### config.mk
export PLATFORM = sky130hd
export DESIGN_NAME = clk_div_ctrl
export DESIGN_NICKNAME = d
export VERILOG_FILES = /design/src/rtl/clk_div_ctrl.sv
export SDC_FILE = /design/constraint.sdc
export NUM_CORES = 1
export LEC_CHECK = 0
export BUFFER_PORTS_ARGS = -buffer_cell sky130_fd_sc_hd__buf_2
export CAP_MARGIN = 20
export CORE_MARGIN = 2
export CORE_UTILIZATION = 53
export CTS_BUF_LIST = sky130_fd_sc_hd__clkbuf_8
export CTS_CLUSTER_DIAMETER = 200
export DETAILED_ROUTE_END_ITERATION = 8
export PLACE_DENSITY = 0.78
export SYNTH_ARGS = -nofsm -noshare
export SYNTH_HDL_FRONTEND = slang
export SYNTH_SLANG_ARGS = --single-unit
### constraint.sdc
create_clock -name clock -period 4.5 [get_ports clock]
set_clock_uncertainty 0.05 [all_clocks]
set_input_delay 0.9 -clock clock [delete_from_list [all_inputs] [get_ports clock]]
set_output_delay 0.9 -clock clock [all_outputs]
set_load 0.01 [all_outputs]
### src/rtl/clk_div_ctrl.sv
// rtl/clk_div_ctrl.sv - AHB-Lite bank of enabled, divided clock-enable tick channels
module clk_div_ctrl #(
    parameter int NUM_CH = 4,
    parameter int DIV_W  = 16
) (
    input  logic              clock,
    input  logic              Rst,
    input  logic              HSEL,
    input  logic [31:0]       HADDR,
    input  logic [1:0]        HTRANS,
    input  logic              HWRITE,
    input  logic              HREADY,
    input  logic [31:0]       HWDATA,
    output logic [31:0]       HRDATA,
    output logic              HREADYOUT,
    output logic              HRESP,
    output logic [NUM_CH-1:0] ch_en,
    output logic [NUM_CH-1:0] ch_tick
);

    // STATUS upper fields are fixed build parameters; only the enable mirror varies
    localparam logic [31:0] STATUS_ID = (32'(DIV_W) << 24) | (32'(NUM_CH) << 16);

    logic                r_dp_valid;
    logic                r_dp_write;
    logic [5:0]          r_dp_addr;
    logic [NUM_CH-1:0]   r_ctrl;

    logic                w_accept;
    logic                w_wr_en;
    logic                w_ctrl_wr;
    logic [NUM_CH-1:0]   w_ctrl_next;
    logic [NUM_CH-1:0]   w_div_wr;
    logic [NUM_CH-1:0]   w_tick;
    logic [DIV_W-1:0]    w_div [NUM_CH];
    logic [31:0]         w_rdata;
    logic                w_unused;

    assign w_accept    = HSEL & HTRANS[1] & HREADY;
    assign w_wr_en     = r_dp_valid & r_dp_write;
    assign w_ctrl_wr   = w_wr_en && (r_dp_addr == 6'd0);
    assign w_ctrl_next = w_ctrl_wr ? HWDATA[NUM_CH-1:0] : r_ctrl;

    // Address-phase capture; the valid flag lives for exactly one data phase
    always_ff @(posedge clock or posedge Rst) begin
        if (Rst) begin
            r_dp_valid <= 1'b0;
            r_dp_write <= 1'b0;
            r_dp_addr  <= 6'd0;
        end else begin
            r_dp_valid <= w_accept;
            if (w_accept) begin
                r_dp_write <= HWRITE;
                r_dp_addr  <= HADDR[7:2];
            end
        end
    end

    // Channel enable register, written in the data phase
    always_ff @(posedge clock or posedge Rst) begin
        if (Rst) begin
            r_ctrl <= '0;
        end else if (w_ctrl_wr) begin
            r_ctrl <= HWDATA[NUM_CH-1:0];
        end
    end

    genvar gi;
    generate
        for (gi = 0; gi < NUM_CH; gi++) begin : g_ch
            logic [DIV_W-1:0] r_div;
            logic [DIV_W-1:0] r_cnt;

            assign w_div_wr[gi] = w_wr_en && (r_dp_addr == 6'(gi + 2));
            assign w_tick[gi]   = r_ctrl[gi] && (r_cnt == r_div);
            assign w_div[gi]    = r_div;

            // Divide register plus period counter; a DIV write, a disabled or
            // newly disabled channel, or an emitted tick all restart the period
            always_ff @(posedge clock or posedge Rst) begin
                if (Rst) begin
                    r_div <= '0;
                    r_cnt <= '0;
                end else begin
                    if (w_div_wr[gi]) begin
                        r_div <= HWDATA[DIV_W-1:0];
                    end
                    if (w_div_wr[gi] || !r_ctrl[gi] || !w_ctrl_next[gi] || w_tick[gi]) begin
                        r_cnt <= '0;
                    end else begin
                        r_cnt <= r_cnt + 1'b1;
                    end
                end
            end
        end
    endgenerate

    // Read mux from the captured address; zero outside a read data phase
    always_comb begin
        w_rdata = 32'd0;
        if (r_dp_valid && !r_dp_write) begin
            if (r_dp_addr == 6'd0) begin
                w_rdata = 32'(r_ctrl);
            end else if (r_dp_addr == 6'd1) begin
                w_rdata = STATUS_ID | 32'(r_ctrl);
            end else begin
                for (int i = 0; i < NUM_CH; i++) begin
                    if (r_dp_addr == 6'(i + 2)) begin
                        w_rdata = 32'(w_div[i]);
                    end
                end
            end
        end
    end

    assign HRDATA    = w_rdata;
    assign HREADYOUT = 1'b1;
    assign HRESP     = 1'b0;
    assign ch_en     = r_ctrl;
    assign ch_tick   = w_tick;

    // Address/data bits outside the decoded fields are intentionally ignored
    assign w_unused = &{1'b0, HADDR[31:8], HADDR[1:0], HTRANS[0], HWDATA};

endmodule

==> results.json, run 1 <==
{
  "drtIter0Drc": 386,
  "setup_viol": 0,
  "gr-total-overflow": 0,
  "min_to": "g_ch[3].r_cnt[0]",
  "yosysSeqAreaShare_pct": 47.63,
  "routed_wl_microns": 16720,
  "vdd_drop_max_v": 0.0002044,
  "clk-insertion-delay-late_ns": 0.45,
  "drc_errors": 0,
  "yosys.area_share.simple_pct": 16.07,
  "viasPerCell": 5.707,
  "cts_hold_buf": 0,
  "post_cts_buffers": 0,
  "clockRootBuffer": "clkbuf_8",
  "syn_area_per_cell_sq_um": 10.85,
  "cts_max_level": 4,
  "worstSetupStartpointType": "flop",
  "end_kind": "output port",
  "reg2reg_depth": 4,
  "cts_tree": "done",
  "worstPathRequired_ns": 3.55,
  "core_sq_mm": 0.01372,
  "run_status": "finished, final reports clean",
  "port_buffers": 53,
  "synth_compound_area_share_pct": 5.239,
  "ant_nets": 0,
  "yosys_warnings": 0,
  "synthAdderAreaFrac_pct": 0.6804,
  "cts-resized-gates": 0,
  "finalCriticalPeriod_ns": 3.731,
  "grt_max_degree": 141,
  "hold_depth": 1,
  "slew_headroom_pct": 30.96,
  "die_w_microns": 121.8,
  "pin_count": 113,
  "rsz0062_at_grt": "no",
  "nNetsFinal": 798,
  "r2r-start": "r_dp_addr[2]",
  "grt_first_pass_wirelength_microns": 26170,
  "clk_pin_slew_ns": 0.08,
  "reg2reg_slack_ns": 1.98,
  "clock_sinks": 140,
  "dr.pass1.iters": 5,
  "gp_congestion": 0.8803,
  "diodes": 0,
  "fin_crit_sh_pct": 82.92,
  "syn_area_sq_mm": 0.007356,
  "timing.rr.end": "g_ch[3].r_div[7]",
  "grt_usage_pct": 23.36,
  "crit_type": "flop to output port",
  "path_max_fanout": 16,
  "min_from": "g_ch[3].r_cnt[0]",
  "synthMuxAreaShare_pct": 11.48,
  "slew_violations": 0,
  "cts_made_buffers": 17,
  "wl_per_cell_microns": 18.28,
  "cap_violations": 0,
  "fin_setup_tns_ns": 0,
  "antenna_found_initial": 0,
  "ys_types": 46,
  "grt_pass1_vias": 5063,
  "worst_slew_pin_slew_ns": 1.029,
  "die_height_microns": 121.8,
  "hpwl_microns": 12020,
  "placed_area_sq_mm": 0.007621,
  "initial_utilization_pct": 53.62,
  "fmax_mhz": 268.0,
  "area_growth_pct": 9.627,
  "hold_viol_final": 0,
  "max-clock-path-buffers": 2,
  "fin_total_pwr_mw": 3.099,
  "worstPathArrival_ns": 2.78,
  "num_rows": 43,
  "ys_ff_latch": 140,
  "min_path_type": "flop to flop",
  "p_leak_nw": 3.813,
  "vias": 5222,
  "synth-xor-area-share_pct": 14.29,
  "power_density_mw_per_mm2": 384.3,
  "synth_top_family_by_area": "simple AND/OR/NAND/NOR gates",
  "drive_above_1_share_pct": 24.08,
  "die_area_sq_mm": 0.01484,
  "postSynthCellCount": 678,
  "finalInstanceArea_sq_mm": 0.008064
}
## state kept, by name, indices dropped and copies added (netlist names)
signal and flops:
r_dp_write 1, g_ch.r_cnt 64, ch_en 4, g_ch.r_div 64, r_dp_valid 1, r_dp_addr 6
## routing by layer
metal	track usage [%]	part of all wire, %	vias up	wire [microns]
li1	-	-	2406	-
met1	29.87	42	2618	7098
met2	37.67	49	157	8170
met3	4.822	4.8	41	811
met4	11.93	3.8	0	643
met5	0	0	-	0
## cells in the mapped netlist, drive strengths merged
cell | instances | share of area [%]
buf | 35 | 3.7
nand4 | 14 | 1.2
a31oi | 4 | 0.34
clkbuf | 8 | 0.44
dfrtp | 140 | 48
and3 | 6 | 0.51
o221a | 1 | 0.15
nand2b | 2 | 0.17
a21oi | 13 | 0.88
xor2 | 77 | 9.2
a221o | 12 | 1.6
and2 | 1 | 0.085
nor2 | 90 | 4.7
o31ai | 3 | 0.63
nor2b | 4 | 0.34
ha | 4 | 0.68
and4 | 5 | 0.60
nand3b | 1 | 0.15
inv | 8 | 0.41
o21ai | 10 | 0.73
a222oi | 4 | 0.54
xnor2 | 43 | 5.1
and3b | 1 | 0.12
conb | 2 | 0.10
nor3 | 25 | 2.0
or3 | 4 | 0.43
a21boi | 1 | 0.10
nand2 | 42 | 2.2
o31a | 1 | 0.12
o21a | 1 | 0.10
nor4 | 14 | 1.5
mux2 | 75 | 11
nand3 | 26 | 1.8
nor4b | 1 | 0.32
## through the flow
stage                     hold WS [ns]  worst slack (ns)  instances  utilization, %
after floorplan                 0.4295             1.728        692               -
after global placement          0.4522             1.335        883           55.55
after detailed placement        0.4624             1.297        883           55.55
after CTS                       0.4724            0.8003        914           58.72
after global routing            0.5117            0.5978        915           58.78
final                           0.4747            0.7688        915           58.78
## how the worst max path moves through the flow
stage	from	end	depth (start not counted)
2_1_floorplan	r_dp_addr[3]	HRDATA[28]	5
3_3_place_gp	r_dp_addr[2]	HRDATA[15]	6
3_5_place_dp	r_dp_addr[2]	HRDATA[15]	6
4_1_cts	r_dp_addr[3]	HRDATA[15]	6
5_1_grt	r_dp_addr[2]	HRDATA[15]	6
6_report	r_dp_addr[2]	HRDATA[15]	6
## where the power goes
group	leakage, nW	internal, mW	switching (mW)
Sequential	1.88	1.35	0.142
Combinational	1.70	0.204	0.292
Clock	0.235	0.651	0.458
## cell usage in the layout, fill, tap and decap left out, types with 16 or more instances in the layout
cell,synthesis,final
buf_2,5,53
clkbuf_8,0,21
conb_1,2,16
dfrtp_1,140,140
mux2_2,75,75
nand2_1,40,40
nand3_1,26,26
nor2_1,87,87
nor3_1,23,23
xnor2_1,43,43
xor2_1,77,77
## cell families after synthesis
kind of cell,after synthesis
and+or+nand+nor,236
other,2
muxes,75
DFF,140
buffers and inverters,51
adders and majority gates,4
xor gates and xnor gates,120
AOI/OAI and AO/OA,50
## critical path, cell delays in order, from the launching register on
cell and delay (ns):
dfrtp_1 0.56, nor4b_4 0.36, and3b_1 0.64, a221o_1 0.25, a21oi_1 0.05, nor3_1 0.29
buf_2 0.19
## area by class of cell
class                   instances  area (sq um)
clock inverters                10         146.4
fillers                      1132          5655
well taps                     180         225.2
flip-flops and latches        140          3503
multi-input cells             501          3573
inverters                       8         33.78
repair buffers                 55         292.8
clock buffers                  21         289.0
(Power assumes the default switching activity.)
==> run 2: changes to the inputs <==
--- a/config.mk
+++ b/config.mk
@@ -5,14 +5,15 @@
 export SDC_FILE = /design/constraint.sdc
 export NUM_CORES = 1
 export LEC_CHECK = 0
+export ABC_AREA = 1
 export BUFFER_PORTS_ARGS = -buffer_cell sky130_fd_sc_hd__buf_2
 export CAP_MARGIN = 20
 export CORE_MARGIN = 2
-export CORE_UTILIZATION = 53
+export CORE_UTILIZATION = 54
 export CTS_BUF_LIST = sky130_fd_sc_hd__clkbuf_8
 export CTS_CLUSTER_DIAMETER = 200
 export DETAILED_ROUTE_END_ITERATION = 8
-export PLACE_DENSITY = 0.78
+export PLACE_DENSITY = 0.79
 export SYNTH_ARGS = -nofsm -noshare
 export SYNTH_HDL_FRONTEND = slang
 export SYNTH_SLANG_ARGS = --single-unit
==> constraint.sdc (replaced) <==
create_clock -name clock -period 3.4 [get_ports clock]
set_clock_uncertainty 0.05 [all_clocks]
set_input_delay 0.68 -clock clock [delete_from_list [all_inputs] [get_ports clock]]
set_output_delay 0.68 -clock clock [all_outputs]
set_load 0.01 [all_outputs]
==> results.json, run 2 <==
{
  "run_status": "finished, final reports clean",
  "viasPerCell": 5.222,
  "clock_sinks": 140,
  "num_rows": 44,
  "fmax_mhz": 318.3,
  "area_growth_pct": 8.627,
  "grt_pass1_vias": 6555,
  "ys_types": 29,
  "netlist_top_cells_count": "nand2_1, inv_1, nor2_1, dfrtp_1, o21ai_0",
  "min_path_type": "primary input to flop",
  "drc_errors": 0,
  "drive_above_1_share_pct": 10.67,
  "vias": 7128,
  "clk-insertion-delay-late_ns": 0.45,
  "yosys_warnings": 0,
  "timing.rr.end": "g_ch[1].r_cnt[14]",
  "finalCriticalPeriod_ns": 3.142,
  "syn_area_per_cell_sq_um": 7.167,
  "setup_viol": 0,
  "synth_enable_flop_cells": 0,
  "reg2reg_slack_ns": 0.96,
  "startpoint": "r_dp_addr[5]",
  "cts-resized-gates": 0,
  "cap_violations": 0,
  "die_area_sq_mm": 0.01590,
  "worstPathRequired_ns": 2.67,
  "slew_headroom_pct": 38.13,
  "grt_first_pass_wirelength_microns": 32870,
  "yosys.area.top_type_share_pct": 43.53,
  "fin_crit_sh_pct": 92.40,
  "path_max_fanout": 11,
  "r2r-start": "r_dp_addr[5]",
  "clockRootBuffer": "clkbuf_8",
  "gr-total-overflow": 0,
  "grt_max_degree": 75,
  "initial_utilization_pct": 55.38,
  "yosys.area.top_type": "dfrtp_1",
  "p_leak_nw": 4.751,
  "diodes": 0,
  "wl_per_cell_microns": 14.77,
  "ant_nets": 0,
  "power_density_mw_per_mm2": 542.0,
  "layout_common_cells": "nand2_1, inv_1, nor2_1",
  "max-clock-path-buffers": 2,
  "end_kind": "output port",
  "port_buffers": 53,
  "grt_usage_pct": 26.41,
  "synth_most_common_cell": "nand2_1",
  "final_common_cell": "nand2_1",
  "worst_slew_pin_slew_ns": 0.9281,
  "cts_hold_buf": 0,
  "post_cts_buffers": 0,
  "largestRegisters": "g_ch.r_cnt: 64 flops, g_ch.r_div: 64 flops, r_dp_addr: 6 flops",
  "cts_tree": "done",
  "min_to": "r_dp_write",
  "routed_wl_microns": 20160,
  "async_flop_share_pct": 100.0,
  "slew_violations": 0,
  "min_from": "HWRITE",
  "core_sq_mm": 0.01453,
  "hold_viol_final": 0,
  "crit_type": "flop to output port",
  "rsz0062_at_grt": "no",
  "yosysSeqAreaShare_pct": 43.53,
  "fin_setup_tns_ns": 0,
  "ys_ff_latch": 140,
  "gp_congestion": 0.9571,
  "nNetsFinal": 1248,
  "fin_total_pwr_mw": 4.739,
  "worstSetupStartpointType": "flop",
  "netlist_top_cells_area": "dfrtp_1, nand2_1, inv_1",
  "postSynthCellCount": 1123,
  "synthFlopType": "dfrtp_1",
  "cts_made_buffers": 17,
  "drtIter0Drc": 821,
  "antenna_found_initial": 0,
  "hold_depth": 3,
  "syn_area_sq_mm": 0.008049,
  "hpwl_microns": 15090,
  "dr.pass1.iters": 6,
  "die_w_microns": 126.1,
  "pin_count": 113,
  "die_height_microns": 126.1,
  "cts_max_level": 4,
  "reg2reg_depth": 8,
  "worstPathArrival_ns": 2.41,
  "vdd_drop_max_v": 0.0003293,
  "clk_pin_slew_ns": 0.07
}
run 2: cell types whose count changed after synthesis, sizes merged, moves of 39 or more:
cell	change
nand2	+304
inv	+146
o21ai	+94
nor2	+82
mux2	-75
xnor2	-39
run 2: cell type report:
cell class	instances	area (sq um)
fill	1374	5791
timing repair buffer	60	317.8
tap	184	230.2
clock buffer	21	289.0
clock inverter	6	75.07
sequential	140	3503
multi-input combinational	800	3746
inverter	154	581.8
run 2: metal layers:
metal / share of wire (%) / global-route usage [%] / up-vias / routed length [microns]
met2: 45 / 40.45 / 265 / 8979
met3: 8.2 / 6.032 / 48 / 1655
li1: - / - / 3525 / -
met4: 3.5 / 9.890 / 0 / 705
met1: 44 / 36.95 / 3290 / 8820
met5: 0 / 0 / - / 0
run 2: worst max-delay path by stage:
stage	end	cells after the start
after floorplan	ch_en[0]	1
after global placement	HRDATA[10]	6
after detailed placement	HRDATA[10]	6
after CTS	HRDATA[10]	6
after global routing	HRDATA[10]	6
final	HRDATA[10]	6
run 2: power by group:
group	switching, mW	total, mW	internal, mW
Sequential	0.359	2.31	1.95
Combinational	0.720	1.15	0.429
Clock	0.580	1.28	0.699
Total	1.66	4.74	3.08
run 2: kinds of logic after synthesis:
logic type | Yosys count | synth area share, %
compound gates | 122 | 7.897
xor+xnor | 54 | 5.876
fa+ha+maj | 4 | 0.6218
buf+inv | 197 | 10.59
flops | 140 | 43.53
other cells | 2 | 0.09330
simple gates | 604 | 31.40
run 2: worst max-delay path, stage by stage (launching register included):
cell and delay [ns]:
dfrtp_1 0.41, nor2_4 0.16, nand4_1 0.41, inv_1 0.34
nand2_1 0.11, a31oi_1 0.31, buf_2 0.20
run 2: through the flow:
step | instance area, sq um | std cells | util (%) | setup WS [ns] | hold WS, ns
2_1_floorplan | 8105 | 1137 | - | 0.9209 | 0.4030
3_3_place_gp | 8379 | 1338 | 57.65 | 0.8751 | 0.4185
3_5_place_dp | 8379 | 1338 | 57.65 | 0.8094 | 0.4461
4_1_cts | 8743 | 1365 | 60.16 | 0.3012 | 0.3536
5_1_grt | 8743 | 1365 | 60.16 | 0.1444 | 0.3649
6_report | 8743 | 1365 | 60.16 | 0.2584 | 0.3730
